--- src/rtl/uart_pkg.sv ---
// Shared byte constants, frame length and FSM state encoding for the UART frame responder.
// Optional macro UART_RESP_CHECKSUM_EN adds a trailing checksum byte to every frame.
package uart_pkg;

    localparam logic [7:0] SYNC_BYTE = 8'hA5;
    localparam logic [7:0] ACK_BYTE  = 8'h06;
    localparam logic [7:0] NAK_BYTE  = 8'h15;
    localparam logic [7:0] CMD_WRITE = 8'h01;
    localparam logic [7:0] CMD_READ  = 8'h02;

`ifdef UART_RESP_CHECKSUM_EN
    localparam int FRAME_LEN = 5;
`else
    localparam int FRAME_LEN = 4;
`endif

    typedef enum logic [2:0] {
        IDLE  = 3'd0,
        POP   = 3'd1,
        CAPT  = 3'd2,
        EXEC  = 3'd3,
        RESP0 = 3'd4,
        RESP1 = 3'd5
    } state_t;

endpackage

--- src/rtl/uart_reg_file.sv ---
// Byte-wide register file: one synchronous write port, one combinational read port,
// all entries cleared by synchronous reset.
module uart_reg_file #(
    parameter int DEPTH = 16,
    parameter int AW    = 4
) (
    input  logic          clk,
    input  logic          reset,
    input  logic          wr_en,
    input  logic [AW-1:0] wr_addr,
    input  logic [7:0]    wr_data,
    input  logic [AW-1:0] rd_addr,
    output logic [7:0]    rd_data
);

    logic [7:0] regs [DEPTH];

    always_ff @(posedge clk) begin
        if (reset) begin
            for (int i = 0; i < DEPTH; i++) begin
                regs[i] <= 8'h00;
            end
        end else if (wr_en) begin
            regs[wr_addr] <= wr_data;
        end
    end

    assign rd_data = regs[rd_addr];

endmodule

--- src/rtl/uart_frame_responder.sv ---
// Parses SYNC/CMD/ADDR/DATA frames from an RX FIFO, executes register reads/writes and
// pushes ACK/NAK (+ read data) to a TX FIFO. Macro UART_RESP_CHECKSUM_EN adds a CHK byte.
//
// state | meaning
// IDLE  | wait for an RX byte; count the inter-byte gap while a frame is pending
// POP   | rx_fifo_rd_en high for this single cycle
// CAPT  | FIFO data valid; store byte and advance the byte index
// EXEC  | validate frame, commit write, prepare response bytes
// RESP0 | push ACK/NAK once the TX FIFO has room
// RESP1 | push read data once the TX FIFO has room
module uart_frame_responder
    import uart_pkg::*;
#(
    parameter int REG_DEPTH      = 16,
    parameter int TIMEOUT_CYCLES = 50000
) (
    input  logic       clk,
    input  logic       reset,
    input  logic       rx_fifo_empty,
    input  logic [7:0] rx_fifo_data,
    output logic       rx_fifo_rd_en,
    input  logic       tx_fifo_full,
    output logic       tx_fifo_wr_en,
    output logic [7:0] tx_fifo_data,
    output logic       reg_wr_pulse,
    output logic [7:0] reg_wr_addr,
    output logic [7:0] reg_wr_data,
    output logic       busy
);

    localparam int          AW       = (REG_DEPTH > 1) ? $clog2(REG_DEPTH) : 1;
    localparam int          TW       = $clog2(TIMEOUT_CYCLES + 1);
    localparam logic [2:0]  LAST_IDX = 3'(FRAME_LEN - 1);
    localparam logic [TW-1:0] GAP_MAX = TW'(TIMEOUT_CYCLES);

    state_t        state;
    logic [2:0]    byte_idx;
    logic [TW-1:0] gap_cnt;
    logic [7:0]    frame_cmd;
    logic [7:0]    frame_addr;
    logic [7:0]    frame_data;
    logic [7:0]    resp0_byte;
    logic [7:0]    resp1_byte;
    logic          resp1_pending;
    logic [7:0]    rd_data;
    logic          cmd_ok;
    logic          addr_ok;
    logic          chk_ok;
    logic          frame_ok;
    logic          reg_we;

`ifdef UART_RESP_CHECKSUM_EN
    logic [7:0]    frame_chk;
    assign chk_ok = (frame_chk == (frame_cmd ^ frame_addr ^ frame_data));
`else
    assign chk_ok = 1'b1;
`endif

    assign cmd_ok   = (frame_cmd == CMD_WRITE) || (frame_cmd == CMD_READ);
    assign addr_ok  = (32'(frame_addr) < REG_DEPTH);
    assign frame_ok = cmd_ok && addr_ok && chk_ok;
    assign reg_we   = (state == EXEC) && frame_ok && (frame_cmd == CMD_WRITE);
    assign busy     = (state != IDLE);

    uart_reg_file #(
        .DEPTH (REG_DEPTH),
        .AW    (AW)
    ) u_reg_file (
        .clk     (clk),
        .reset   (reset),
        .wr_en   (reg_we),
        .wr_addr (frame_addr[AW-1:0]),
        .wr_data (frame_data),
        .rd_addr (frame_addr[AW-1:0]),
        .rd_data (rd_data)
    );

    always_ff @(posedge clk) begin
        if (reset) begin
            state         <= IDLE;
            byte_idx      <= 3'd0;
            gap_cnt       <= '0;
            frame_cmd     <= 8'h00;
            frame_addr    <= 8'h00;
            frame_data    <= 8'h00;
`ifdef UART_RESP_CHECKSUM_EN
            frame_chk     <= 8'h00;
`endif
            resp0_byte    <= 8'h00;
            resp1_byte    <= 8'h00;
            resp1_pending <= 1'b0;
            rx_fifo_rd_en <= 1'b0;
            tx_fifo_wr_en <= 1'b0;
            tx_fifo_data  <= 8'h00;
            reg_wr_pulse  <= 1'b0;
            reg_wr_addr   <= 8'h00;
            reg_wr_data   <= 8'h00;
        end else begin
            rx_fifo_rd_en <= 1'b0;
            tx_fifo_wr_en <= 1'b0;
            reg_wr_pulse  <= 1'b0;

            case (state)
                IDLE: begin
                    if (!rx_fifo_empty) begin
                        state         <= POP;
                        rx_fifo_rd_en <= 1'b1;
                    end else if (byte_idx != 3'd0) begin
                        // A stalled frame is abandoned silently once the gap overruns
                        if (gap_cnt == GAP_MAX) begin
                            byte_idx <= 3'd0;
                            gap_cnt  <= '0;
                        end else begin
                            gap_cnt <= gap_cnt + TW'(1);
                        end
                    end
                end

                POP: begin
                    state <= CAPT;
                end

                CAPT: begin
                    gap_cnt <= '0;
                    state   <= IDLE;
                    case (byte_idx)
                        3'd0: begin
                            if (rx_fifo_data == SYNC_BYTE) begin
                                byte_idx <= 3'd1;
                            end
                        end
                        3'd1: frame_cmd  <= rx_fifo_data;
                        3'd2: frame_addr <= rx_fifo_data;
                        3'd3: frame_data <= rx_fifo_data;
`ifdef UART_RESP_CHECKSUM_EN
                        3'd4: frame_chk  <= rx_fifo_data;
`endif
                        default: ;
                    endcase
                    if (byte_idx != 3'd0) begin
                        if (byte_idx == LAST_IDX) begin
                            byte_idx <= 3'd0;
                            state    <= EXEC;
                        end else begin
                            byte_idx <= byte_idx + 3'd1;
                        end
                    end
                end

                EXEC: begin
                    state      <= RESP0;
                    resp1_byte <= rd_data;
                    if (frame_ok) begin
                        resp0_byte    <= ACK_BYTE;
                        resp1_pending <= (frame_cmd == CMD_READ);
                        if (frame_cmd == CMD_WRITE) begin
                            reg_wr_pulse <= 1'b1;
                            reg_wr_addr  <= frame_addr;
                            reg_wr_data  <= frame_data;
                        end
                    end else begin
                        resp0_byte    <= NAK_BYTE;
                        resp1_pending <= 1'b0;
                    end
                end

                RESP0: begin
                    if (!tx_fifo_full) begin
                        tx_fifo_wr_en <= 1'b1;
                        tx_fifo_data  <= resp0_byte;
                        state         <= resp1_pending ? RESP1 : IDLE;
                    end
                end

                RESP1: begin
                    // Skip the cycle of the previous push so the full flag has caught up
                    if (!tx_fifo_full && !tx_fifo_wr_en) begin
                        tx_fifo_wr_en <= 1'b1;
                        tx_fifo_data  <= resp1_byte;
                        state         <= IDLE;
                    end
                end

                default: begin
                    state <= IDLE;
                end
            endcase
        end
    end

endmodule

--- config.mk ---
export PLATFORM = sky130hd
export DESIGN_NAME = uart_frame_responder
export DESIGN_NICKNAME = d
export VERILOG_FILES = /design/src/rtl/uart_pkg.sv /design/src/rtl/uart_reg_file.sv /design/src/rtl/uart_frame_responder.sv
export SDC_FILE = /design/constraint.sdc
export NUM_CORES = 1
export LEC_CHECK = 0
export CAP_MARGIN = 20
export CORE_ASPECT_RATIO = 0.75
export CORE_MARGIN = 2
export CORE_UTILIZATION = 28
export CTS_CLUSTER_DIAMETER = 60
export CTS_CLUSTER_SIZE = 16
export DETAILED_ROUTE_END_ITERATION = 8
export GPL_TIMING_DRIVEN = 0
export PLACE_DENSITY = 0.48
export SETUP_SLACK_MARGIN = 0.02
export SYNTH_ARGS = -nofsm -noshare
export SYNTH_HDL_FRONTEND = slang
export SYNTH_HIERARCHICAL = 1
export SYNTH_SLANG_ARGS = --single-unit
--- constraint.sdc ---
create_clock -name clk -period 8.1 [get_ports clk]
set_input_delay 1.215 -clock clk [delete_from_list [all_inputs] [get_ports clk]]
set_output_delay 1.215 -clock clk [all_outputs]
set_load 0.02 [all_outputs]
==> results.toml <==
[routing]
firstDrtPassIters = 5
routed_via_density = 4.89
vias = 6596
drt_iter0_drc = 629
antenna_left = 0
drc = 0
wl_per_cell_um = 20.1
postRouteWirelength_um = 27100

[global_route]
antenna_found_initial = 1
met1_usage_pct = 24.3
globalRoute.totalOverflow = 0
gr-usage-met3_pct = 2.08
first_global_vias = 6328
top_usage_layer = "met1"
grtUsageMet2_pct = 21.7
grtUsageTotal_pct = 15.3
grt_pass1_wl_um = 40900
grt_start_max_net_pins = 18

[synth]
synth_edf_count = 128
seq_area_frac_synth_pct = 57.7
syn-mean-instance-area_sq_um = 11.7
synth-seq-cells = 213
syn_nets = 838
yosysUniqueCellTypes = 63
synthCells = 820
synthFlopType = "edfxtp_1"
synthArstFlopShare_pct = 0
yosysWarningCount = 6
syn-cell-area_sq_um = 9620

[power_and_ir_drop]
powerDensity_nw_per_um2 = 204
p_clk_share_pct = 43.1
switching_power_uw = 549
power.internal_uw = 1740
seq_power_share_pct = 51.5
power_frac_comb_pct = 5.4
ir_drop_uv = 118
switching_share_pct = 23.9
cellLeakagePower_uw = 0.00375

[cts]
clkTransAtPathRegs_ns = 0.08
htreeDepth = 1
clockBufferDepth = 3
cts_hold_buf = 0
clk_latency_ns = 0.51
clockRootBuffer = "clkbuf_16"
numClockSinks = 213
cts-resized-gates = 0
postCtsSetupBuffers = 0
cts_inserted_buffers = 21
tritoncts = "done"

[floorplan]
core_sq_um = 33700
io_pins = 40
row_count = 58
die_w_um = 218
die_h_um = 164
initial_core_util_pct = 28.6
die_area_sq_um = 35900

[flow_run]
maxCapViolCount = 0

[worst_setup_path]
cp_num_buf_inv = 2
cp_max_fo = 9
worstSetupEndpointType = "register"
cp_top_family = "simple AND/OR/NAND/NOR gates"
crit_type = "register to register"
max_stage_delay_ns = 0.87
slowest_stage = "nor3_1"
crit_chain = "nor4_1, and4_1, clkbuf_1, nand2_1, inv_1, nand4bb_1, nor3_1, or2_2"
cp.arrival_ns = 3.89
crit_path_start_kind = "register"
required_ns = 8.30

[place]
io_buffers = 39
placed_area_sq_um = 10600
post-dp-hpwl_um = 18800
gp_congestion = 0.771

[timing]
skew_ns = 0.0182
setup_viol = 0
rsz0062_at_grt = "false"
hold_violations = 0
tns_ns = 0
finalMaxSlewViolations = 0
maxSlewHeadroom_pct = 27.6
fin_crit_sh_pct = 45.6
tightest_slew_ns = 1.08
fin_crit_ns = 3.69
fmax_mhz = 271

[finish]
num_antenna_cells = 0
final_layout_size_suffix_gt1_share_pct = 12.7
fin_nets = 901
syn_to_final_growth_pct = 17.1
final_common_cell = "and2_1"
design_area_sq_um = 11300
mostFrequentLayoutCells = "and2_1, edfxtp_1, dfxtp_1"

[status]
status = "finished clean"

[worst_hold_path]
hp-class = "register to register"
## power by group through the flow
stage / combinational [uW] / sequential [uW] / clock (uW)
after floorplan: 75.2 / 1200 / 0
after global placement: 123 / 1210 / 0
after detailed placement: 123 / 1210 / 0
after CTS: 123 / 1180 / 1010
after global routing: 133 / 1180 / 1060
final: 123 / 1180 / 989
## synthesized netlist by cell type (all sizes together), types with 2 or more instances
master	count	area (sq um)
nand4b	2	17.5
nand4bb	2	22.5
nor4bb	2	20.0
and3b	2	17.5
clkbuf	30	113
o22ai	2	12.5
or2	22	138
o21ai	18	90.1
a31oi	6	37.5
nor3	10	66.3
nand2b	8	50.1
buf	19	118
or3b	2	17.5
o211ai	5	37.5
nand4	8	50.1
nor4	6	37.5
ha	6	75.1
o2111ai	4	35.0
and2	133	832
nor2b	5	31.3
o32ai	2	17.5
nand2	71	274
nand3	49	245
edfxtp	128	3840
and3	3	18.8
nor2	29	119
or3	8	50.1
inv	10	37.5
a211oi	11	92.6
nand3b	2	15.0
dfxtp	85	1700
a22oi	16	120
nor4b	4	56.3
mux4	32	721
mux2i	5	50.1
a21oi	56	280
xor2	2	17.5
## cell type report
type                       instances  area (sq um)
fill                            3407         22400
sequential                       213          5550
multi-input combinational        548          3800
tap                              450           563
clock buffer                      27           548
timing repair buffer              40           398
buffer                            49           230
clock inverter                    11           134
inverter                          10          37.5
## path summary, 6_finish.rpt
check	cells past startpoint	to	slack (ns)	startpoint
worst max-delay path	8	u_reg_file/regs[8][7]	4.41	frame_addr[5]
worst min-delay path	2	resp1_byte[2]	0.46	resp1_byte[2]
worst max register to register	8	u_reg_file/regs[8][7]	4.41	frame_addr[5]
worst min register to register	2	resp1_byte[2]	0.46	resp1_byte[2]
## flip-flops by register name, summed over array words and instances, names as in the netlist, 8 cells and up
signal and flops:
gap_cnt 16, reg_wr_addr 8, resp1_byte 8, frame_data 8
tx_fifo_data 8, frame_cmd 8, frame_addr 8, u_reg_file/regs 128
reg_wr_data 8
## stage by stage
step	total power [uW]	hold slack [ns]	cells	worst slack (ns)	util, %
floorplan	1280	0.436	820	5.54	-
global placement	1330	0.444	1309	4.13	31.4
detailed placement	1330	0.448	1309	4.09	31.4
CTS	2320	0.457	1347	4.38	33.4
global route	2380	0.478	1348	4.20	33.4
finish	2290	0.460	1348	4.41	33.4
## worst register-to-register path, stage by stage (launching register included)
cell and delay [ns]:
dfxtp_1 0.32, nor4_1 0.67, and4_1 0.28, clkbuf_1 0.21
nand2_1 0.21, inv_1 0.20, nand4bb_1 0.20, nor3_1 0.87
or2_2 0.42
## metal layers
layer,routed length (um),part of all wire (%)
met2,11100,41
met5,0,0
met1,14200,52
met3,1320,4.9
met4,523,1.9
## cell families after synthesis
| family | count (synthesis) | share of synthesized area (%) |
|---|---|---|
| xor+xnor | 2 | 0.182 |
| simple gates | 374 | 22.2 |
| buf+inv | 59 | 2.78 |
| compound gates | 128 | 8.24 |
| flops | 213 | 57.7 |
| fa+ha+maj | 6 | 0.781 |
| mux | 38 | 8.13 |
(Power assumes the default switching activity.)
==> edit (same flow settings) <==
Change the parameter `REG_DEPTH` from 16 to 8.
--- a/src/rtl/uart_frame_responder.sv
+++ b/src/rtl/uart_frame_responder.sv
@@ -11,7 +11,7 @@
 module uart_frame_responder
     import uart_pkg::*;
 #(
-    parameter int REG_DEPTH      = 16,
+    parameter int REG_DEPTH      = 8,
     parameter int TIMEOUT_CYCLES = 50000
 ) (
     input  logic       clk,
Formal check against the unedited RTL: no difference found for any inputs over 10 cycles, from zero or initial values and one cycle with reset high; that may be too few to reach the edited logic, so the function may still have changed.
==> edit against the original RTL <==
- sequential cell count decreased by 64
- global-route usage decreased by 0.81 points
- synthesized cell count decreased by 25%
- worst hold slack got worse by 0.0043 ns
- count of clock-buffer cells in the layout decreased by 10
- cell area decreased by 29%
- wire length decreased by 36%
- non-clock buffer count decreased by 8
- clock power decreased by 19%
- largest cell class unchanged
- synthesized area decreased by 32%
- power decreased by 28%
- worst setup slack improved by 0.073 ns
- clock skew decreased by 0.0071 ns
- sequential share of layout area decreased by 3.7 points
==> edit: results (changes against the original RTL) <==
| Metric | Value |
|---|---|
| Clock tree buffer depth | 2 (-1) |
| Fraction of registers with async set/reset | 0% (unchanged) |
| Layout cells sized above 1 | 9.16% (-3.5 points) |
| Biggest regs | u_reg_file/regs (64), gap_cnt (16) |
| Main synth FF type | dfxtp_1 |
| Synth top cells by count | dfxtp_1, nand2_1, nor3_1 |
| CTS clk-pin slew, worst paths | 0.07 ns |
| Post-CTS Setup Bufs | 0 (unchanged) |
| Status | complete, no violations |
| Worst reg2reg path endpoint | u_reg_file/regs[5][6]$_SDFFCE_PN0P_ |
| Clock Skew | 0.0111 ns (-0.00713 ns) |
| Worst skew pair latency | 0.43 ns (-0.08 ns) |
| Reg-to-reg startpoint | state[2]$_SDFFE_PP0P_ |
| Hold EP | tx_fifo_data[3]$_SDFFE_PP0P_ |
| Critical Path Start | reset |
| HPWL Detailed | 12800 µm (-32%) |
| LEAKAGE | 2.60 nW (-31%) |
| Met2 wire len | 7390 µm (-33%) |
| WHS | 0.455 ns (-0.00426 ns) |
| Sequential share of the synthesized area | 55.1% (-2.5 points) |
| YS warnings | 6 (unchanged) |
| First-pass GRT wire length | 27400 µm (-33%) |
| Worst VDD drop | 0.000147 V (+25%) |
| Crit path time final | 3.62 ns (-0.0730 ns) |
| Largest net degree at the start of global routing | 18 (unchanged) |
| Sequential power share | 48.1% (-3.4 points) |
| GRT Total Usage | 14.5% (-0.81 points) |
| Max layer used | met4 |
| Crit path DAT | 3.67 ns (-0.22 ns) |
| Port Buffer Count | 39 (unchanged) |
| TNS Setup | 0 ns (unchanged) |
| Routed wl met3 | 806 µm (-39%) |
| Initial antenna violation count | 0 (-1) |
| Int Power | 1.26 mW (-28%) |
| Relative slew slack | 32.2% (+4.6 points) |
| Placed Instance Area | 7340 µm² (-31%) |
| Syn nets | 635 (-24%) |
| Hold Crit Depth | 2 (unchanged) |
| Post-synth EDFFs | 64 (-50%) |
| Worst R2R Path Depth | 7 (-1) |
| Final GP Congestion | 0.821 (+6.5%) |
| CTS H-tree depth | 4 (+3) |
| R2R Setup Slk | 4.85 ns (+0.44 ns) |
| Vias | 4943 (-25%) |
| Wirelength per Cell | 17.7 µm (-12%) |
| Hold Path Class | reg -> reg |
| CTS Buf Count | 17 (-19%) |
| Top cells by area, synth | edfxtp_1, dfxtp_1, mux4_1 |
| Hold Crit Start | tx_fifo_data[3]$_SDFFE_PP0P_ |
| WS Path Type | in -> reg |
| Vias in the first global route | 4770 (-25%) |
| Nets | 693 (-23%) |
| M1 WL | 9150 µm (-35%) |
| DRT iter0 DRCs | 302 (-52%) |
| Unique masters post-synth | 59 (-6.3%) |
| Crit path max fanout | 11 (+2) |
| Dpl ws | 3.97 ns (-0.120 ns) |
| Post-CTS sizing | 0 (unchanged) |
## edit: cell count changes after synthesis, moves of 11 or more
| cell | unedited run | this run |
|---|---|---|
| and2_1 | 133 | 3 |
| edfxtp_1 | 128 | 64 |
| nor3_1 | 8 | 71 |
| mux4_2 | 32 | 1 |
| nand3_1 | 49 | 28 |
| or2_2 | 21 | 3 |
| mux4_1 | 0 | 15 |
| a22oi_1 | 16 | 2 |
| o21ai_0 | 18 | 5 |
| nor2_1 | 25 | 36 |
## edit: critical path: stages
cell             delay (ns)
clkdlybuf4s50_1        0.63
nand3b_1               0.57
clkbuf_1               0.40
o21bai_1               0.84
## edit: logic make-up (layout without fill, tap and decap cells)
kind of cell	Yosys count	after routing	share of synthesized area, %
flops	149	149	55.1
compound gates	83	83	7.61
fa+ha+maj	6	6	1.14
mux	34	34	9.23
buf+inv	57	128	4.23
simple gates	281	281	21.7
xor+xnor	7	7	0.933
## edit: final cells by class
class,count,area [µm²]
timing repair buffer,39,390
fill,2344,15100
buffer,42,221
clock inverter,15,183
multi-input combinational,411,2670
sequential,149,3620
tap,300,375
clock buffer,17,425
inverter,15,56.3
## edit: layer usage
metal | global-route usage (%) | vias to the layer above
met5 | 0 | -
met1 | 21.8 | 2418
met4 | 3.23 | 0
met3 | 3.30 | 11
met2 | 21.1 | 122
li1 | - | 2392
## edit: power groups by stage
stage	Sequential [mW]	Combinational (mW)	Clock, mW
after global placement	0.814	0.0609	0
after global routing	0.799	0.0677	0.855
after CTS	0.798	0.0621	0.821
final	0.798	0.0616	0.800
after floorplan	0.813	0.0349	0
after detailed placement	0.815	0.0618	0
## edit: through the flow
stage | util [%] | cells
after floorplan | - | 617
after global placement | 31.9 | 956
after detailed placement | 31.9 | 956
after CTS | 34.5 | 988
after global routing | 34.5 | 988
final | 34.5 | 988
